==> src/rtl/control_unit_if.sv <==
// Control-unit to datapath bundle: instruction/status inputs and per-cycle strobes.
// master = control unit, slave = datapath.
interface control_unit_if;
  logic [31:0] IR;
  logic        CON_FF;
  logic        mem_ready;
  logic        stop;

  logic PCout, MARin, IncPC, Zin, Zlowout, PCin, Read, Write;
  logic MDRin, MDRout, IRin, Yin, CONin;
  logic Gra, Grb, Grc, Rin, Rout, BAout, Cout;
  logic [3:0] alu_op;
  logic Run;

  modport master (
    input  IR, CON_FF, mem_ready, stop,
    output PCout, MARin, IncPC, Zin, Zlowout, PCin, Read, Write,
           MDRin, MDRout, IRin, Yin, CONin,
           Gra, Grb, Grc, Rin, Rout, BAout, Cout, alu_op, Run
  );

  modport slave (
    output IR, CON_FF, mem_ready, stop,
    input  PCout, MARin, IncPC, Zin, Zlowout, PCin, Read, Write,
           MDRin, MDRout, IRin, Yin, CONin,
           Gra, Grb, Grc, Rin, Rout, BAout, Cout, alu_op, Run
  );
endinterface

==> src/rtl/control_unit.sv <==
// Hardwired Moore control unit: fetch T0-T2, opcode-dependent execute T3-T7.
// state | meaning
// RESET | held by reset, all outputs 0
// T0-T2 | fetch (T1 waits on mem_ready)
// T3-T7 | execute steps, decoded from IR[31:27]
// PAUSE | stopped at an instruction boundary until stop drops
// HALT  | halt executed, left only by reset
module control_unit (
  input  logic clock,
  input  logic reset,
  control_unit_if.master cu
);

  typedef enum logic [3:0] {
    S_RESET, S_T0, S_T1, S_T2, S_T3, S_T4, S_T5, S_T6, S_T7, S_PAUSE, S_HALT
  } state_t;

  typedef enum logic [2:0] {
    C_REG, C_IMM, C_LDI, C_LD, C_ST, C_BRX, C_HALT, C_NOP
  } iclass_t;

  state_t      state, state_next;
  iclass_t     iclass;
  logic [3:0]  alu_sel;
  logic        t1_held;
  logic        last;
  logic [4:0]  opcode;
  wire         unused_ok = &{1'b0, cu.IR[26:0]};

  assign opcode = cu.IR[31:27];

  always_comb begin
    iclass  = C_NOP;
    alu_sel = 4'd0;
    case (opcode)
      5'b00011: iclass = C_REG;
      5'b00100: begin iclass = C_REG; alu_sel = 4'd1; end
      5'b01001: begin iclass = C_REG; alu_sel = 4'd2; end
      5'b01010: begin iclass = C_REG; alu_sel = 4'd3; end
      5'b01011: iclass = C_IMM;
      5'b01100: begin iclass = C_IMM; alu_sel = 4'd2; end
      5'b01101: begin iclass = C_IMM; alu_sel = 4'd3; end
      5'b00001: iclass = C_LDI;
      5'b00000: iclass = C_LD;
      5'b00010: iclass = C_ST;
      5'b10010: iclass = C_BRX;
      5'b11010: iclass = C_HALT;
      default:  iclass = C_NOP;
    endcase
  end

  // t1_held marks a repeated T1 cycle so PCin fires only once per fetch
  always_ff @(posedge clock or posedge reset) begin
    if (reset) begin
      state   <= S_RESET;
      t1_held <= 1'b0;
    end else begin
      state   <= state_next;
      t1_held <= (state == S_T1) && !cu.mem_ready;
    end
  end

  always_comb begin
    state_next = state;
    last       = 1'b0;
    cu.PCout = 1'b0; cu.MARin = 1'b0; cu.IncPC = 1'b0; cu.Zin = 1'b0;
    cu.Zlowout = 1'b0; cu.PCin = 1'b0; cu.Read = 1'b0; cu.Write = 1'b0;
    cu.MDRin = 1'b0; cu.MDRout = 1'b0; cu.IRin = 1'b0; cu.Yin = 1'b0;
    cu.CONin = 1'b0; cu.Gra = 1'b0; cu.Grb = 1'b0; cu.Grc = 1'b0;
    cu.Rin = 1'b0; cu.Rout = 1'b0; cu.BAout = 1'b0; cu.Cout = 1'b0;
    cu.alu_op = 4'd0;
    cu.Run = 1'b1;

    case (state)
      S_RESET: begin
        cu.Run     = 1'b0;
        state_next = S_T0;
      end
      S_T0: begin
        cu.PCout = 1'b1; cu.MARin = 1'b1; cu.IncPC = 1'b1; cu.Zin = 1'b1;
        state_next = S_T1;
      end
      S_T1: begin
        cu.Zlowout = 1'b1; cu.PCin = !t1_held; cu.Read = 1'b1; cu.MDRin = 1'b1;
        if (cu.mem_ready) state_next = S_T2;
      end
      S_T2: begin
        cu.MDRout = 1'b1; cu.IRin = 1'b1;
        state_next = S_T3;
      end
      S_T3: begin
        state_next = S_T4;
        case (iclass)
          C_REG, C_IMM:       begin cu.Grb = 1'b1; cu.Rout = 1'b1; cu.Yin = 1'b1; end
          C_LDI, C_LD, C_ST:  begin cu.Grb = 1'b1; cu.BAout = 1'b1; cu.Yin = 1'b1; end
          C_BRX:              begin cu.Gra = 1'b1; cu.Rout = 1'b1; cu.CONin = 1'b1; end
          C_HALT:             state_next = S_HALT;
          default:            last = 1'b1;
        endcase
      end
      S_T4: begin
        state_next = S_T5;
        case (iclass)
          C_REG: begin cu.Grc = 1'b1; cu.Rout = 1'b1; cu.alu_op = alu_sel; cu.Zin = 1'b1; end
          C_IMM: begin cu.Cout = 1'b1; cu.alu_op = alu_sel; cu.Zin = 1'b1; end
          C_LDI, C_LD, C_ST: begin cu.Cout = 1'b1; cu.Zin = 1'b1; end
          C_BRX: begin cu.PCout = 1'b1; cu.Yin = 1'b1; end
          default: last = 1'b1;
        endcase
      end
      S_T5: begin
        state_next = S_T6;
        case (iclass)
          C_REG, C_IMM, C_LDI: begin
            cu.Zlowout = 1'b1; cu.Gra = 1'b1; cu.Rin = 1'b1; last = 1'b1;
          end
          C_LD, C_ST: begin cu.Zlowout = 1'b1; cu.MARin = 1'b1; end
          C_BRX:      begin cu.Cout = 1'b1; cu.Zin = 1'b1; end
          default:    last = 1'b1;
        endcase
      end
      S_T6: begin
        case (iclass)
          C_LD: begin
            cu.Read = 1'b1; cu.MDRin = 1'b1;
            if (cu.mem_ready) state_next = S_T7;
          end
          C_ST: begin
            cu.Gra = 1'b1; cu.Rout = 1'b1; cu.MDRin = 1'b1;
            state_next = S_T7;
          end
          C_BRX: begin
            cu.Zlowout = cu.CON_FF; cu.PCin = cu.CON_FF; last = 1'b1;
          end
          default: last = 1'b1;
        endcase
      end
      S_T7: begin
        case (iclass)
          C_LD:    begin cu.MDRout = 1'b1; cu.Gra = 1'b1; cu.Rin = 1'b1; last = 1'b1; end
          C_ST:    begin cu.Write = 1'b1; last = cu.mem_ready; end
          default: last = 1'b1;
        endcase
      end
      S_PAUSE: begin
        cu.Run = 1'b0;
        if (!cu.stop) state_next = S_T0;
      end
      S_HALT: begin
        cu.Run = 1'b0;
      end
      default: begin
        cu.Run     = 1'b0;
        state_next = S_RESET;
      end
    endcase

    if (last) state_next = cu.stop ? S_PAUSE : S_T0;
  end

endmodule

==> src/flat_wrapper.sv <==
// flat-port wrapper written by rule: the top's interface ports become plain ports
module control_unit_flat 
  (clock, reset, cu_IR, cu_CON_FF, cu_mem_ready, cu_stop, cu_PCout, cu_MARin, cu_IncPC, cu_Zin, cu_Zlowout, cu_PCin, cu_Read, cu_Write, cu_MDRin, cu_MDRout, cu_IRin, cu_Yin, cu_CONin, cu_Gra, cu_Grb, cu_Grc, cu_Rin, cu_Rout, cu_BAout, cu_Cout, cu_alu_op, cu_Run);
  control_unit_if cu_i ();
  input  logic clock;
  input  logic reset;
  input wire logic [$bits(cu_i.IR)-1:0] cu_IR;
  input wire logic [$bits(cu_i.CON_FF)-1:0] cu_CON_FF;
  input wire logic [$bits(cu_i.mem_ready)-1:0] cu_mem_ready;
  input wire logic [$bits(cu_i.stop)-1:0] cu_stop;
  output wire logic [$bits(cu_i.PCout)-1:0] cu_PCout;
  output wire logic [$bits(cu_i.MARin)-1:0] cu_MARin;
  output wire logic [$bits(cu_i.IncPC)-1:0] cu_IncPC;
  output wire logic [$bits(cu_i.Zin)-1:0] cu_Zin;
  output wire logic [$bits(cu_i.Zlowout)-1:0] cu_Zlowout;
  output wire logic [$bits(cu_i.PCin)-1:0] cu_PCin;
  output wire logic [$bits(cu_i.Read)-1:0] cu_Read;
  output wire logic [$bits(cu_i.Write)-1:0] cu_Write;
  output wire logic [$bits(cu_i.MDRin)-1:0] cu_MDRin;
  output wire logic [$bits(cu_i.MDRout)-1:0] cu_MDRout;
  output wire logic [$bits(cu_i.IRin)-1:0] cu_IRin;
  output wire logic [$bits(cu_i.Yin)-1:0] cu_Yin;
  output wire logic [$bits(cu_i.CONin)-1:0] cu_CONin;
  output wire logic [$bits(cu_i.Gra)-1:0] cu_Gra;
  output wire logic [$bits(cu_i.Grb)-1:0] cu_Grb;
  output wire logic [$bits(cu_i.Grc)-1:0] cu_Grc;
  output wire logic [$bits(cu_i.Rin)-1:0] cu_Rin;
  output wire logic [$bits(cu_i.Rout)-1:0] cu_Rout;
  output wire logic [$bits(cu_i.BAout)-1:0] cu_BAout;
  output wire logic [$bits(cu_i.Cout)-1:0] cu_Cout;
  output wire logic [$bits(cu_i.alu_op)-1:0] cu_alu_op;
  output wire logic [$bits(cu_i.Run)-1:0] cu_Run;
  assign cu_i.IR = cu_IR;
  assign cu_i.CON_FF = cu_CON_FF;
  assign cu_i.mem_ready = cu_mem_ready;
  assign cu_i.stop = cu_stop;
  assign cu_PCout = cu_i.PCout;
  assign cu_MARin = cu_i.MARin;
  assign cu_IncPC = cu_i.IncPC;
  assign cu_Zin = cu_i.Zin;
  assign cu_Zlowout = cu_i.Zlowout;
  assign cu_PCin = cu_i.PCin;
  assign cu_Read = cu_i.Read;
  assign cu_Write = cu_i.Write;
  assign cu_MDRin = cu_i.MDRin;
  assign cu_MDRout = cu_i.MDRout;
  assign cu_IRin = cu_i.IRin;
  assign cu_Yin = cu_i.Yin;
  assign cu_CONin = cu_i.CONin;
  assign cu_Gra = cu_i.Gra;
  assign cu_Grb = cu_i.Grb;
  assign cu_Grc = cu_i.Grc;
  assign cu_Rin = cu_i.Rin;
  assign cu_Rout = cu_i.Rout;
  assign cu_BAout = cu_i.BAout;
  assign cu_Cout = cu_i.Cout;
  assign cu_alu_op = cu_i.alu_op;
  assign cu_Run = cu_i.Run;
  control_unit u_core (.clock(clock), .reset(reset), .cu(cu_i));
endmodule
==> config.mk <==
export PLATFORM = sky130hd
export DESIGN_NAME = control_unit_flat
export DESIGN_NICKNAME = d
export VERILOG_FILES = /design/src/rtl/control_unit_if.sv /design/src/rtl/control_unit.sv /design/src/flat_wrapper.sv
export SDC_FILE = /design/constraint.sdc
export NUM_CORES = 1
export LEC_CHECK = 0
export BUFFER_PORTS_ARGS = -buffer_cell sky130_fd_sc_hd__buf_4
export CAP_MARGIN = 5
export CORE_MARGIN = 5
export CORE_UTILIZATION = 42
export CTS_CLUSTER_DIAMETER = 40
export DETAILED_ROUTE_END_ITERATION = 7
export PLACE_DENSITY = 0.79
export SKIP_CTS_REPAIR_TIMING = 1
export SLEW_MARGIN = 30
export SYNTH_ARGS = -nofsm -noshare
export SYNTH_HDL_FRONTEND = slang
export SYNTH_SLANG_ARGS = --single-unit
==> constraint.sdc <==
create_clock -name clock -period 2.05 [get_ports clock]
set_input_delay 0.41 -clock clock [delete_from_list [all_inputs] [get_ports clock]]
set_output_delay 0.41 -clock clock [all_outputs]
set_load 0.005 [all_outputs]
==> results.cfg, run 1 <==
[grt]
grt_pass1_vias = 1093
antenna_violations_before_repair = 0
grt_overflow_total = 0
maximum_number_of_pins_on_one_net_before_global_route_repair = 17
grt_use_total = 0.174
grt_first_pass_wirelength_um = 4770

[flow_run]
max_cap_violations = 0

[route]
detail-route-antenna-nets = 0
via_count = 1378
drtPass1Iterations = 4
first_iter_violations = 73
routed_wl_um = 3900
detail_route.vias_per_cell = 6.15
wire_per_inst_um = 17.4
drcViolationCount = 0

[cts]
cts_buffer_depth = 2
cts_tree = yes
cts_num_sinks = 5
cts_htree_levels = 1
clkTransAtPathRegs_ps = 40
cts-root-buf = sky130_fd_sc_hd__clkbuf_4
cts-buffers-inserted = 3
skew_pair_late_insertion_delay_ps = 240

[placed_design]
numPortBuffers = 32
hpwlAfterDp_um = 2430
replace_congestion = 0.883
dp_cells = 208

[timing]
min_period_ps = 2110
rsz0062_at_grt = true
final-max-slew-violation-count = 0
skew_ps = 2.28
timing.final.ws_setup_ps = -56.6
final-setup-viol-count = 1
timing.setup.tns_ps = -56.6
maxClockFrequency_mhz = 475
post-route-period-util = 1.03
hold_viol = 0

[yosys]
post_synth_inst_count = 148
synth_sequential_area_ratio = 0.129
yosys_warnings = 0
yosys.area_share.adder = 0
syn_std_cell_area_um2 = 967
synthesis.area_per_instance_um2 = 6.53
synth_simple_gate_area_share = 0.367
register_bit_count_reported_by_yosys = 5
share_of_synthesized_area_spent_on_multiplexers = 0.0220
synth-compound-area-share = 0.361
xor_xnor_portion_of_the_synthesized_cell_area = 0.00906
synth_top_family_by_area = simple AND/OR/NAND/NOR gates
post_synth_num_cell_types = 47

[outcome]
result_of_the_run = finished, violations left
failed_checks = negative setup slack

[floorplan]
dieWidth_um = 58.0
placement_rows = 17
ios = 62
start_util = 0.437
core_region_area_um2 = 2210
die_footprint_um2 = 3360
die_h_um = 58.0

[pwr]
finalPower_mw = 1.48
clkPwrFrac = 0.075
switching_power_mw = 0.667
internal_power_mw = 0.814
pwr-share-seq = 0.150
total_leakage_power_nw = 0.682
comb_power_share = 0.775
sw_frac_of_total = 0.450
power.ir.vdd_worst_mv = 0.963
p_per_area_nw_per_um2 = 987

[critical_path]
required_time_at_the_worst_slack_endpoint_ps = 1640
path_max_fanout = 5
crit_path_end_kind = primary output
timing.critical_path.from_type = register
crit_arrival_ps = 1700
worstSetupPathType = reg2out

[min_path]
hold_removal_path_class = in2async

[final_layout]
final_layout_size_suffix_gt1_frac = 0.464
layout.nets = 234
multi_input_area_um2 = 845
area.sequential_um2 = 130
nFillCells = 201
antenna_diode_count = 0
area_growth_syn_to_layout_pct = 55.1
final_core_util = 0.678
final-instance-count-excl-fill = 224
## layout make-up
class / count / share of cell area
multi-input cells: 121 / 0.563
repair buffers: 57 / 0.287
flip-flops and latches: 5 / 0.0867
well taps: 28 / 0.0234
inverters: 9 / 0.0225
clock buffers: 4 / 0.0175
## cell usage after synthesis, drive strengths merged
| cell | number | area, µm² |
|---|---|---|
| xnor2 | 1 | 8.76 |
| a32oi | 1 | 16.3 |
| and3 | 3 | 18.8 |
| o211ai | 1 | 7.51 |
| clkbuf | 5 | 18.8 |
| nand2 | 15 | 56.3 |
| mux2i | 1 | 10.0 |
| a21boi | 1 | 7.51 |
| and4b | 1 | 10.0 |
| a31oi | 3 | 18.8 |
| a311oi | 2 | 17.5 |
| inv | 9 | 33.8 |
| dfrtp | 5 | 125 |
| nor3 | 6 | 30.0 |
| nor4 | 1 | 12.5 |
| nor3b | 1 | 7.51 |
| a211oi | 1 | 7.51 |
| a22o | 1 | 8.76 |
| o221ai | 2 | 17.5 |
| a2111oi | 2 | 36.3 |
| nor4b | 3 | 38.8 |
| and3b | 1 | 8.76 |
| o22ai | 2 | 12.5 |
| nor2b | 1 | 6.26 |
| buf | 9 | 51.3 |
| or3 | 3 | 18.8 |
| conb | 1 | 3.75 |
| nor4bb | 1 | 10.0 |
| nand2b | 4 | 25.0 |
| nor2 | 22 | 85.1 |
| o21ba | 1 | 10.0 |
| o21bai | 2 | 15.0 |
| nand3 | 4 | 20.0 |
| mux2 | 1 | 11.3 |
| or4 | 1 | 7.51 |
| o21ai | 15 | 78.8 |
| a21oi | 8 | 40.0 |
| o21a | 5 | 37.5 |
| a211o | 2 | 17.5 |
## layout by cell type (no fill, tap or decap), types with 3 or more instances in the layout
cell | netlist | routed
sky130_fd_sc_hd__inv_1 | 7 | 7
sky130_fd_sc_hd__o21ai_1 | 5 | 6
sky130_fd_sc_hd__dfrtp_2 | 0 | 4
sky130_fd_sc_hd__a31oi_1 | 3 | 3
sky130_fd_sc_hd__clkbuf_4 | 0 | 3
sky130_fd_sc_hd__buf_4 | 3 | 53
sky130_fd_sc_hd__nand2_1 | 15 | 14
sky130_fd_sc_hd__o21a_1 | 5 | 5
sky130_fd_sc_hd__o21ai_0 | 9 | 6
sky130_fd_sc_hd__and3_1 | 3 | 3
sky130_fd_sc_hd__nor3_1 | 6 | 6
sky130_fd_sc_hd__o21ai_2 | 1 | 3
sky130_fd_sc_hd__a21oi_1 | 8 | 8
sky130_fd_sc_hd__nor2_2 | 1 | 3
sky130_fd_sc_hd__nor2_1 | 21 | 19
sky130_fd_sc_hd__nand3_1 | 4 | 3
## critical path: stages (launching register included)
cell,delay [ps]
sky130_fd_sc_hd__dfrtp_2,420
sky130_fd_sc_hd__buf_2,170
sky130_fd_sc_hd__nor4b_4,380
sky130_fd_sc_hd__mux2i_1,180
sky130_fd_sc_hd__o221ai_2,160
sky130_fd_sc_hd__buf_4,140
## routing by layer
layer,routed length [µm],global-route usage
met5,0,0
met4,119,0.0695
met3,316,0.0178
met2,1970,0.302
met1,1490,0.219
## state kept, by name, summed over array words and instances, names as in the netlist
| signal | cells |
|---|---|
| u_core.state | 4 |
| u_core.t1_held | 1 |
## final timing paths
check / cells past startpoint / end / slack [ps] / startpoint
worst max-delay path: 5 / cu_Gra / -60 / u_core.state[2]$_DFFE_PP0P_
worst min-delay path: 2 / u_core.t1_held$_DFF_PP0_ / 70 / reset
min in group clock: 2 / u_core.t1_held$_DFF_PP0_ / 380 / cu_mem_ready
worst max register to register: 6 / u_core.state[3]$_DFFE_PP0P_ / 200 / u_core.state[1]$_DFFE_PP0P_
max in group asynchronous: 2 / u_core.state[0]$_DFFE_PP0P_ / 1800 / reset
worst min register to register: 2 / u_core.t1_held$_DFF_PP0_ / 700 / u_core.state[1]$_DFFE_PP0P_
## stage by stage
step                      cell area, µm²  hold slack, ps  setup WS [ps]
after floorplan                      971             189            293
after global placement              1270             317           67.4
after detailed placement            1270             322           65.6
after CTS                           1300            62.9           -154
after global routing                1500            58.4          -99.3
final                               1500            65.7          -56.6
## power groups by stage
stage	combinational (mW)	clock (mW)	sequential, mW
after floorplan	0.571	0	0.160
after global placement	0.850	0	0.217
after detailed placement	0.876	0	0.218
after CTS	0.879	0.117	0.217
after global routing	1.23	0.129	0.226
final	1.15	0.111	0.222
## kinds of logic (layout without fill, tap and decap cells)
group | Yosys count | in the layout
mux | 2 | 2
compound gates | 49 | 49
buf+inv | 23 | 70
other cells | 1 | 2
flops | 5 | 5
simple gates | 67 | 67
xor+xnor | 1 | 1
(Power assumes the default switching activity.)
==> run 2: changes to the inputs <==
Settings changed: CORE_UTILIZATION 42 to 40, PLACE_DENSITY 0.79 to 0.76.
==> results.cfg, run 2 (same netlist as run 1, synthesis figures left out) <==
[outcome]
result_of_the_run = finished, violations left
failed_checks = negative setup slack

[floorplan]
die_h_um = 59.2
placement_rows = 17
ios = 62
die_footprint_um2 = 3500
dieWidth_um = 59.2
core_region_area_um2 = 2250
start_util = 0.429

[cts]
clkTransAtPathRegs_ps = 40
cts_num_sinks = 5
cts-buffers-inserted = 3
cts_htree_levels = 1
cts_buffer_depth = 2
cts_tree = yes
cts-root-buf = sky130_fd_sc_hd__clkbuf_4
skew_pair_late_insertion_delay_ps = 240

[timing]
post-route-period-util = 1.03
hold_viol = 0
final-setup-viol-count = 5
timing.final.ws_setup_ps = -51.5
final-max-slew-violation-count = 0
timing.hold.ws_ps = 64.7
timing.max_slew.rel_slack = 0.662
skew_ps = 2.52
maxClockFrequency_mhz = 476
slew_of_the_pin_with_the_lowest_slew_margin_ps = 503
rsz0062_at_grt = true
timing.setup.tns_ps = -99.1
min_period_ps = 2100

[route]
via_count = 1323
drtPass1Iterations = 4
detail_route.vias_per_cell = 6.01
first_iter_violations = 69
detail-route-antenna-nets = 0
drcViolationCount = 0
routed_wl_um = 3510
wire_per_inst_um = 15.9

[pwr]
p_per_area_nw_per_um2 = 978
power.ir.vdd_worst_mv = 0.999
total_leakage_power_nw = 0.668
finalPower_mw = 1.46

[grt]
grt_use_total = 0.187
grt_pass1_vias = 1138
maximum_number_of_pins_on_one_net_before_global_route_repair = 17
grt_first_pass_wirelength_um = 5230
grt_overflow_total = 0
antenna_violations_before_repair = 0

[critical_path]
timing.critical_path.from_type = primary input
timing.critical_path.max_delay_family = simple AND/OR/NAND/NOR gates
required_time_at_the_worst_slack_endpoint_ps = 1640
crit_path_end_kind = primary output
timing.critical_path.slowest_stage_cell = sky130_fd_sc_hd__or3_1
cpPeakStageDelay_ps = 320
path_max_fanout = 5
timing.critical_path.buf_inv = 2
crit_path_cell_trace = buf_4, nand2b_1, nor2_2, nand2_1, or3_1, a21oi_1, buf_4
worstSetupPathType = in2out
crit_arrival_ps = 1690
critical_path.most_common_cell = sky130_fd_sc_hd__buf_4

[final_layout]
layout_top_registers = u_core.state: 4 flops, u_core.t1_held: 1 flops
layout.nets = 230
largest_register_ff_count = 4
area.sequential_um2 = 129
top_register = u_core.state
most_frequent_cells_in_the_layout = sky130_fd_sc_hd__buf_4 (49), sky130_fd_sc_hd__nor2_1 (18), sky130_fd_sc_hd__nand2_1 (13), sky130_fd_sc_hd__a21oi_1 (8), sky130_fd_sc_hd__inv_1 (7)
nFillCells = 207
multi_input_area_um2 = 853
final-instance-count-excl-fill = 220
post_route_cell_area_um2 = 1490
antenna_diode_count = 0
final_layout_size_suffix_gt1_frac = 0.464
final_core_util = 0.662
area_growth_syn_to_layout_pct = 54.3
final_common_cell = sky130_fd_sc_hd__buf_4

[flow_run]
max_cap_violations = 0

[placed_design]
dp_cells = 207
preCtsSetupSlack_ps = 6.40
hpwlAfterDp_um = 2470
numPortBuffers = 32
placedInstanceArea_um2 = 1270
replace_congestion = 0.853

[min_path]
hold_removal_path_class = in2async
## run 2: cell type report
type / count / share of cell area
Multi-Input combinational cell: 121 / 0.572
Timing Repair Buffer: 53 / 0.278
Sequential cell: 5 / 0.0863
Tap cell: 28 / 0.0235
Inverter: 9 / 0.0226
Clock buffer: 4 / 0.0176
## run 2: final timing paths
kind	cells after the start	from	slack, ps	to
max in group asynchronous	2	reset	1800	u_core.state[0]$_DFFE_PP0P_
worst min-delay path	2	reset	60	u_core.t1_held$_DFF_PP0_
worst max-delay path	7	cu_IR[29]	-50	cu_Zin
worst min register to register	2	u_core.state[1]$_DFFE_PP0P_	740	u_core.t1_held$_DFF_PP0_
min in group clock	2	cu_mem_ready	380	u_core.t1_held$_DFF_PP0_
worst max register to register	7	u_core.state[1]$_DFFE_PP0P_	90	u_core.state[3]$_DFFE_PP0P_
## run 2: worst register-to-register path: stages, from the launching register on
cell and delay (ps):
sky130_fd_sc_hd__dfrtp_2 460, sky130_fd_sc_hd__buf_4 190, sky130_fd_sc_hd__and4b_2 260, sky130_fd_sc_hd__buf_4 150
sky130_fd_sc_hd__nor2_1 80, sky130_fd_sc_hd__o21ai_0 110, sky130_fd_sc_hd__a32oi_2 230, sky130_fd_sc_hd__mux2_1 350
## run 2: report_power, final
part,switching (mW),internal (mW)
sequential,0.0773,0.145
clock,0.0370,0.0734
combinational,0.536,0.590
total,0.650,0.809
## run 2: metal layers
| metal | global-route usage | up-vias | part of all wire |
|---|---|---|---|
| li1 | - | 620 | - |
| met5 | 0 | - | 0 |
| met3 | 0.0174 | 9 | 0.092 |
| met1 | 0.240 | 620 | 0.38 |
| met2 | 0.325 | 74 | 0.51 |
| met4 | 0.0615 | 0 | 0.015 |
==> run 3: changes to the inputs <==
Settings changed: ABC_AREA set to 1, PLACE_DENSITY 0.76 to 0.79.
==> results.cfg, run 3 <==
[outcome]
result_of_the_run = finished clean

[timing]
hold_viol = 0
maxClockFrequency_mhz = 513
post-route-period-util = 0.951
skew_ps = 2.29
final-max-slew-violation-count = 0
final-setup-viol-count = 0
min_period_ps = 1950

[yosys]
yosys_warnings = 0
synth_top_family_by_area = simple AND/OR/NAND/NOR gates
yosys.area_share.adder = 0
ys_async_sr_fraction = 1.00
share_of_synthesized_area_spent_on_multiplexers = 0
synth_simple_gate_area_share = 0.562
register_bit_count_reported_by_yosys = 5
synth_commonest_cells = sky130_fd_sc_hd__nand2_1 (42), sky130_fd_sc_hd__inv_1 (25), sky130_fd_sc_hd__nor2_1 (25), sky130_fd_sc_hd__nand3_1 (15), sky130_fd_sc_hd__o21ai_0 (10)
synthFlopType = sky130_fd_sc_hd__dfrtp_1
post_synth_inst_count = 164
synth_edf_count = 0
synthesis.area_per_instance_um2 = 5.19
yosysTopAreaCell = sky130_fd_sc_hd__nand2_1
synth-compound-area-share = 0.124
yosys.cell_count.top_type = sky130_fd_sc_hd__nand2_1
synth_sequential_area_ratio = 0.147
syn_std_cell_area_um2 = 851
synth_top_area_frac = 0.185
post_synth_num_cell_types = 23
xor_xnor_portion_of_the_synthesized_cell_area = 0
synthTopCellsByArea = sky130_fd_sc_hd__nand2_1 (19%), sky130_fd_sc_hd__dfrtp_1 (15%), sky130_fd_sc_hd__inv_1 (11%)

[grt]
grt_use_met1 = 0.225
grt_overflow_total = 0
grt_first_pass_wirelength_um = 4590
gr-usage-met3 = 0.0673
grt_most_used_layer = met2
antenna_violations_before_repair = 0
maximum_number_of_pins_on_one_net_before_global_route_repair = 7
grt_pass1_vias = 1071
use_met2 = 0.287
grt_use_total = 0.176

[route]
routed_wl_um = 2910
via_count = 1187
first_iter_violations = 55
drcViolationCount = 0
detail_route.vias_per_cell = 5.09
drtPass1Iterations = 4
detail-route-antenna-nets = 0
wire_per_inst_um = 12.5

[critical_path]
crit_arrival_ps = 1540
worst_setup_path_startpoint = u_core.state[3]$_DFFE_PP0P_
timing.critical_path.from_type = register
critical_path.reg2reg.startpoint = u_core.state[3]$_DFFE_PP0P_
required_time_at_the_worst_slack_endpoint_ps = 1640
worst_r2r_path_depth = 10
path_max_fanout = 5
crit_path_end_kind = primary output
worstSetupPathType = reg2out

[final_layout]
final_core_util = 0.614
largest_register_ff_count = 4
layout_top_registers = u_core.state: 4 flops, u_core.t1_held: 1 flops
final_layout_size_suffix_gt1_frac = 0.340
antenna_diode_count = 0
layout.nets = 244
nFillCells = 209
final_common_cell = sky130_fd_sc_hd__nand2_1
most_frequent_cells_in_the_layout = sky130_fd_sc_hd__nand2_1 (40), sky130_fd_sc_hd__buf_4 (39), sky130_fd_sc_hd__inv_1 (25), sky130_fd_sc_hd__nor2_1 (20), sky130_fd_sc_hd__nand3_1 (15)
top_register = u_core.state
area_growth_syn_to_layout_pct = 44.6

[floorplan]
dieWidth_um = 56.1
core_region_area_um2 = 2000
ios = 62
die_h_um = 56.1
die_footprint_um2 = 3150
placement_rows = 16
start_util = 0.425

[cts]
cts_num_sinks = 5
cts_buffer_depth = 2
cts-root-buf = sky130_fd_sc_hd__clkbuf_4
cts_htree_levels = 1
cts-buffers-inserted = 3
clkTransAtPathRegs_ps = 40
skew_pair_late_insertion_delay_ps = 240
cts_tree = yes

[pwr]
power.ir.vdd_worst_mv = 0.603
p_per_area_nw_per_um2 = 921
total_leakage_power_nw = 0.704
finalPower_mw = 1.13

[min_path]
hold_removal_path_class = in2async

[flow_run]
max_cap_violations = 0

[placed_design]
hpwlAfterDp_um = 2310
numPortBuffers = 32
replace_congestion = 0.888
[run 3: final cells by class]
| type | instances | area (µm²) | area share |
|---|---|---|---|
| clock buffers | 4 | 26.3 | 0.0214 |
| inverters | 33 | 124 | 0.101 |
| multi-input cells | 125 | 628 | 0.511 |
| flip-flops and latches | 5 | 125 | 0.102 |
| well taps | 27 | 33.8 | 0.0275 |
| repair buffers | 39 | 293 | 0.238 |
[run 3: final timing paths]
kind / endpoint / slack [ps]
worst max-delay path: cu_Cout / 100
worst min-delay path: u_core.state[2]$_DFFE_PP0P_ / 60
worst max register to register: u_core.state[0]$_DFFE_PP0P_ / 470
worst min register to register: u_core.state[1]$_DFFE_PP0P_ / 670
max in group asynchronous: u_core.state[3]$_DFFE_PP0P_ / 1810
min in group clock: u_core.state[3]$_DFFE_PP0P_ / 390
[run 3: logic make-up (layout without fill, tap and decap cells)]
kind of cell / count (synthesis) / after routing
other cells: 1 / 2
compound gates: 19 / 19
buf+inv: 35 / 76
flops: 5 / 5
simple gates: 104 / 104
[run 3: metal layers]
layer	vias to the layer above	routed length, µm	part of all wire
li1	602	-	-
met1	547	1290	0.44
met2	36	1400	0.48
met3	2	208	0.071
met4	0	16	0.0055
met5	-	0	0
[run 3: per-stage QoR]
step           setup WS [ps]  cell area [µm²]  setup TNS [ps]  instances  hold WS, ps
2_1_floorplan            470              855               0        165          189
3_3_place_gp            38.6             1140               0        225          320
3_5_place_dp           -3.14             1140           -4.79        225          325
4_1_cts                 -126             1160            -233        229         61.8
5_1_grt                -5.31             1230           -5.31        233         62.0
6_report                99.6             1230               0        233         64.9
[run 3: report_power, final]
group	switching, mW	internal (mW)
combinational	0.481	0.357
sequential	0.0403	0.141
clock	0.0410	0.0736
total	0.562	0.571
[run 3: critical path, stage by stage (launching register included)]
cell and delay (ps):
sky130_fd_sc_hd__dfrtp_1 430, sky130_fd_sc_hd__inv_2 120, sky130_fd_sc_hd__nand2_4 90, sky130_fd_sc_hd__nor2_2 190
sky130_fd_sc_hd__inv_1 120, sky130_fd_sc_hd__o21ai_0 200, sky130_fd_sc_hd__buf_4 150
